$ cat config.mk
export PLATFORM = sky130hd
export DESIGN_NAME = control_panel_input
export DESIGN_NICKNAME = d
export VERILOG_FILES = /design/src/rtl/control_panel_input.sv
export SDC_FILE = /design/constraint.sdc
export NUM_CORES = 1
export LEC_CHECK = 0
export ABC_AREA = 1
export CAP_MARGIN = 5
export CORE_MARGIN = 2
export CORE_UTILIZATION = 40
export CTS_BUF_LIST = sky130_fd_sc_hd__clkbuf_8
export CTS_CLUSTER_DIAMETER = 60
export DETAILED_ROUTE_END_ITERATION = 6
export DONT_BUFFER_PORTS = 1
export PLACE_DENSITY = 0.63
export SETUP_SLACK_MARGIN = 0.3
export SYNTH_ARGS = -nofsm -noshare
export SYNTH_HDL_FRONTEND = slang
export SYNTH_SLANG_ARGS = --single-unit
export TNS_END_PERCENT = 5
$ cat constraint.sdc
create_clock -name clk_50MHz -period 1.35 [get_ports clk_50MHz]
set_input_delay 0.135 -clock clk_50MHz [delete_from_list [all_inputs] [get_ports clk_50MHz]]
set_output_delay 0.135 -clock clk_50MHz [all_outputs]
set_load 0.02 [all_outputs]
$ cat src/rtl/control_panel_input.sv
// control_panel_input: debounced front-panel buttons and sensor feeding a run/speed FSM.
// Optional CTRL_AUTO_OFF_EN adds an inactivity timeout that drops RUN back to OFF.
module control_panel_input #(
   parameter int unsigned DEBOUNCE_CYCLES = 1000000,
   parameter int unsigned CNT_W           = 20,
   parameter logic [1:0]  DEFAULT_SPEED   = 2'd2,
   parameter logic [1:0]  MAX_SPEED_CODE  = 2'd2,
   parameter logic [31:0] AUTO_OFF_CYCLES = 32'd1500000000
) (
   input  logic clk_50MHz,
   input  logic rst_n,
   input  logic btn_power_n,
   input  logic btn_up_n,
   input  logic btn_down_n,
   input  logic sensor_raw,
   output logic on_off,
   output logic vel_1,
   output logic vel_0,
   output logic sensor_p,
   output logic cmd_pulse
);

   localparam logic [CNT_W-1:0] CNT_LAST = CNT_W'(DEBOUNCE_CYCLES - 1);

   typedef enum logic {
      S_OFF,
      S_RUN
   } state_t;

   // bit order: 0 power, 1 up, 2 down, 3 sensor
   logic [3:0]       raw;
   logic [3:0]       sync1;
   logic [3:0]       sync2;
   logic [3:0]       deb;
   logic [2:0]       deb_q;
   logic [CNT_W-1:0] cnt [4];
   logic [2:0]       press;

   state_t     state_q;
   state_t     state_d;
   logic [1:0] speed_q;
   logic [1:0] speed_d;
   logic       pulse_d;
   logic       timeout;

   assign raw = {sensor_raw, btn_down_n, btn_up_n, btn_power_n};

   always_ff @(posedge clk_50MHz or negedge rst_n) begin
      if (!rst_n) begin
         sync1 <= '1;
         sync2 <= '1;
         deb   <= '1;
         deb_q <= '1;
         for (int i = 0; i < 4; i++) begin
            cnt[i] <= '0;
         end
      end else begin
         sync1 <= raw;
         sync2 <= sync1;
         deb_q <= deb[2:0];
         for (int i = 0; i < 4; i++) begin
            if (sync2[i] == deb[i]) begin
               cnt[i] <= '0;
            end else if (cnt[i] == CNT_LAST) begin
               deb[i] <= sync2[i];
               cnt[i] <= '0;
            end else begin
               cnt[i] <= cnt[i] + 1'b1;
            end
         end
      end
   end

   // one-cycle strobe on the debounced falling edge of each button
   assign press = deb_q & ~deb[2:0];

`ifdef CTRL_AUTO_OFF_EN
   logic [31:0] timer_q;

   assign timeout = (state_q == S_RUN) &&
                    (timer_q == AUTO_OFF_CYCLES - 32'd1);

   always_ff @(posedge clk_50MHz or negedge rst_n) begin
      if (!rst_n) begin
         timer_q <= '0;
      end else if (state_d != S_RUN || state_q != S_RUN || |press) begin
         timer_q <= '0;
      end else begin
         timer_q <= timer_q + 32'd1;
      end
   end
`else
   assign timeout = 1'b0;
`endif

   always_comb begin
      state_d = state_q;
      speed_d = speed_q;
      pulse_d = 1'b0;
      case (state_q)
         S_OFF: begin
            if (press[0]) begin
               state_d = S_RUN;
               speed_d = DEFAULT_SPEED;
               pulse_d = 1'b1;
            end
         end
         S_RUN: begin
            if (press[0] || timeout) begin
               state_d = S_OFF;
               pulse_d = 1'b1;
            end else if (press[1] && !press[2] && speed_q != 2'd0) begin
               speed_d = speed_q - 2'd1;
               pulse_d = 1'b1;
            end else if (press[2] && !press[1] &&
                         speed_q < MAX_SPEED_CODE) begin
               speed_d = speed_q + 2'd1;
               pulse_d = 1'b1;
            end
         end
         default: state_d = S_OFF;
      endcase
   end

   always_ff @(posedge clk_50MHz or negedge rst_n) begin
      if (!rst_n) begin
         state_q   <= S_OFF;
         speed_q   <= DEFAULT_SPEED;
         cmd_pulse <= 1'b0;
      end else begin
         state_q   <= state_d;
         speed_q   <= speed_d;
         cmd_pulse <= pulse_d;
      end
   end

   assign on_off   = (state_q == S_RUN);
   assign vel_1    = speed_q[1];
   assign vel_0    = speed_q[0];
   assign sensor_p = deb[3];

endmodule

==> summary by stage, run 1 <==
Synth
Sorting the synthesized cells by area gives the leading types as dfrtp_1 40%, nor2_1 11%, nand2_1 9.8%, dfstp_2 8.0%, inv_1 4.6%. The cell type with the highest aggregate area in the netlist is dfrtp_1. The multiplexer share of the synthesized area is 0%.

After technology mapping, the gate count stands at approximately 650. The largest family of logic cells by synthesized area is simple AND/OR/NAND/NOR gates. The fraction of registers with async set or reset after synthesis is between 90% and 100%.

The synthesized cell area is around 5200 um2. The xor/xnor share of the synthesized area is roughly 6.7%. When the netlist entered floorplanning its net count stood at about 670. The flop and latch count out of synthesis is between 90 and 100. The top cell type by area accounts for approximately two fifths of the synthesized area. The count of yosys warnings during synthesis is 0. The sequential element share of the synthesized area is a little under half.

The most numerous cell in the Yosys netlist is nor2_1. The commonest cells after synthesis are 149 x nor2_1, 136 x nand2_1, 83 x dfrtp_1, 64 x inv_1, 45 x nand3_1. The synthesized area per cell is about 8 um2. The number of distinct library cells after synthesis is 27.

The fraction of the mapped netlist area in adder cells is about 1.4%. The area fraction in and, or, nand and nor cells after synthesis is a little over a third. The predominant post-synthesis flop cell is dfrtp_1.

The number of enable flip-flop cells after synthesis is 0. Summing the areas of all compound-gate instances in the mapped netlist gives roughly 2.4% of the synthesized area.

Power and ir drop
For this design the static power due to leakage is approximately 2.8 nW. The clock network fraction of total power is ~35%. Power spread over the standard cell area amounts to about 780 nW/um2. The analysis attributes to net switching a power of 1.15 mW. The portion of total power attributed to combinational logic is between 4 and 5%.

The cell internal power dissipation is approximately 3.9 mW. Across the VDD grid, the largest voltage drop is approximately 800 uV. The share of total power consumed by net switching is 22.7%. In this run, flip-flops and latches consume between 60% and 70% of the power.

Setup path
The minimum setup slack among reg-to-reg paths is -0.03 ns. The capturing element of the worst setup path is cnt[18]. The critical path in this run is classified as reg2reg.

At the worst endpoint, the required time is about 1.6 ns. The worst register-to-register path ends at cnt[18]. In this run the worst path has a maximum fanout of 4. The most critical setup path has its startpoint at cnt[0]. STA puts the critical path data arrival time at 1.66 ns. For the worst flop-to-flop path, the logic depth is 8. STA classifies the critical path endpoint as a register. The start of the worst register-to-register path is cnt[0]. STA classifies the critical path startpoint as a register.

Timing
The final critical delay including setup and external delays is 1.38 ns. The number of hold violations in the final report is between 90 and 100. The worst-case setup margin in the final layout is -0.0314 ns.

Setup violations remaining at the end of the flow were counted as 4. The portion of the clock cycle consumed by the worst path in the final layout is 102%. On the final layout, the worst clock skew is 0.0130 ns. The worst-margin pin slew is 0.297 ns. The final-report max-slew violation count is 0.

Setup repair after global routing could not meet its margin everywhere. In this run the tightest slew margin relative to its limit is roughly 80%. Across all hold checks on the routed design, the worst slack comes to -0.558 ns. The upper clock frequency limit is between 700 and 800 MHz.

Global routing
The number of global-route vias before repair came to ~4200. Entering global routing, the biggest net connects 100 pins. Global routing used between 10% and 20% of the available tracks across all layers.

The first global-routing pass estimated ~19000 um of wire. The number of antenna violations at the first check in global routing is 0. The remaining global-route overflow is 0.

Clocking
The CTS buffer count is 9. After clock tree synthesis, the clock-pin slew on the worst setup and hold paths is 0.09 ns. TritonCTS built the clock tree. The clock passes through at most 2 buffers. After clock tree synthesis, the flow added hold-fix buffers numbering 4. For this design, the sink count on the clock tree is 99. The clock latency of the later-clocked register in the worst-skew pair is approximately 0.38 ns.

The clock root buffer is clkbuf_8. The H-tree depth reported by CTS is 3.

Cells and area
The area taken by multi-input logic gates is around 2900 um2. The area overhead of the layout relative to synthesis is 25.1%. The fraction of layout cells with a size suffix above 1 is approximately 32%. The sequential cells in the finished layout cover a total of 2500 um2. For this run, the number of standard cells in the final layout without fillers is 889. The net count of the finished layout is between 700 and 800. 0 antenna diodes ended up in the layout.

The layout has between 1000 and 1500 filler cells.

Detailed routing
The total DRC errors in the routed layout is 0. The number of vias after detailed routing is ~4300. The number of violations reported at the end of detailed-routing iteration 0 is 192.

The pre-antenna-repair detailed-routing pass consisted of 4 iterations. The sum of routed wire length over all layers is approximately 10000 um. The average wire per cell in the routed design is around 12 um. In this run the remaining antenna-violating nets after routing total 0. After detailed routing, the number of vias per cell comes to 4.79.

Run
Max-cap violations in this run came to 0.

Min path
The worst hold-check path type is in2async.

Floorplanning
The I/O pin total is 11. Once the floorplan was initialized, standard cells occupied roughly two fifths of the core. The floorplan step set the die width to around 120 um. The floorplan step defined a die boundary enclosing between 10000 and 15000 um2. The vertical die dimension is between 100 and 150 um. The placeable core region is between 10000 and 15000 um2. The total number of placement rows is between 40 and 50.

Status
The final reports fail on negative hold slack, negative setup slack. The run finished, with violations left.

Place
During placement, the flow inserted port buffers numbering 0. The sum of net half-perimeters after detailed placement is 7220 um. The final weighted congestion in routability-driven placement is around 0.9. OpenSTA, run right after detailed placement, puts the worst setup slack at -0.0969 ns. The total placed cells including tap cells is between 800 and 900.
## flip-flops by register name, indices dropped and copies added, names as in the netlist
name / cells
on_off: 1
sync2: 4
deb: 4
deb_q: 3
sync1: 4
cmd_pulse: 1
cnt: 80
speed_q: 2
## area by class of cell
class	instances	area share, %
repair buffers	47	6.33
well taps	172	3.29
inverters	78	4.67
multi-input cells	477	44.6
clock inverters	4	0.287
flip-flops and latches	99	38.3
clock buffers	12	2.52
## critical path: stages, from the launching register on
cell and delay [ns]:
dfrtp_1 0.41, ha_4 0.17, nand2_4 0.08, nor2_4 0.12, nand2_2 0.08, nor2_4 0.16
nand3_1 0.13, nand2_2 0.10, nor2_4 0.04
## layout by cell type (no fill, tap or decap), drive strengths merged
master,synthesis,routed
nand3b,1,1
nand3,52,52
a31oi,2,2
o21ai,11,11
nand2,153,153
xor2,28,28
buf,0,43
clkinvlp,0,1
inv,78,81
xnor2,11,11
and2,1,1
nor2,175,175
nand4,5,5
dlygate4sd3,0,4
a21oi,10,10
dfstp,16,16
clkbuf,0,12
dfrtp,83,83
nor3b,4,4
o21bai,1,1
ha,6,6
nor3,17,17
## power by group through the flow
stage	registers [mW]	logic [mW]	clock network, mW
floorplan	3.10	0.101	0
global placement	3.10	0.175	0
detailed placement	3.10	0.177	0
CTS	3.05	0.217	1.87
global route	3.06	0.249	1.99
finish	3.06	0.223	1.80
## repair_timing
action | in CTS | in global routing
setup buffers | 1 | 5
pin swaps | 96 | 34
endpoints found under the hold margin | 103 | 99
resized for setup | 102 | 39
endpoints found under the setup margin | 91 | 92
## how the worst min path moves through the flow
stage,end,slack (ns),cells after the start
CTS,speed_q[0],-0.58,0
finish,speed_q[0],-0.56,0
detailed placement,cnt[57],-0.16,0
global placement,cnt[59],-0.16,0
global route,speed_q[0],-0.60,0
floorplan,cmd_pulse,-0.16,0
## layer usage
metal  part of all wire (%)  wire (um)  GRT usage (%)
met2                     49       5110           26.6
met5                      0          0              0
met1                     46       4720           20.4
met3                    3.3        337           4.78
met4                    1.5        155           4.52
## metrics by stage
step                      power [mW]  util, %  area (um2)  setup TNS, ns
after detailed placement        3.28     45.6        5780          -1.82
after floorplan                 3.20        -        5260              0
after global routing            5.30     51.6        6540          -3.63
after global placement          3.28     45.6        5780         -0.836
final                           5.08     51.6        6540        -0.0576
after CTS                       5.15     50.3        6380              0
## kinds of logic after synthesis
| group | count (synthesis) |
|---|---|
| buffers and inverters | 78 |
| AOI/OAI and AO/OA | 24 |
| and+or+nand+nor | 408 |
| xor gates and xnor gates | 39 |
| adders and majority gates | 6 |
| DFF | 99 |
Power figures use the tool's default switching activity.
==> run 2: changes to the inputs <==
--- a/config.mk
+++ b/config.mk
@@ -10,11 +10,12 @@
 export CORE_MARGIN = 2
 export CORE_UTILIZATION = 40
 export CTS_BUF_LIST = sky130_fd_sc_hd__clkbuf_8
-export CTS_CLUSTER_DIAMETER = 60
+export CTS_CLUSTER_DIAMETER = 80
 export DETAILED_ROUTE_END_ITERATION = 6
 export DONT_BUFFER_PORTS = 1
 export PLACE_DENSITY = 0.63
 export SETUP_SLACK_MARGIN = 0.3
+export SLEW_MARGIN = 20
 export SYNTH_ARGS = -nofsm -noshare
 export SYNTH_HDL_FRONTEND = slang
 export SYNTH_SLANG_ARGS = --single-unit
==> results of run 2 <==
Same layout as run 1: the final DEF is identical, and so are final timing and power.
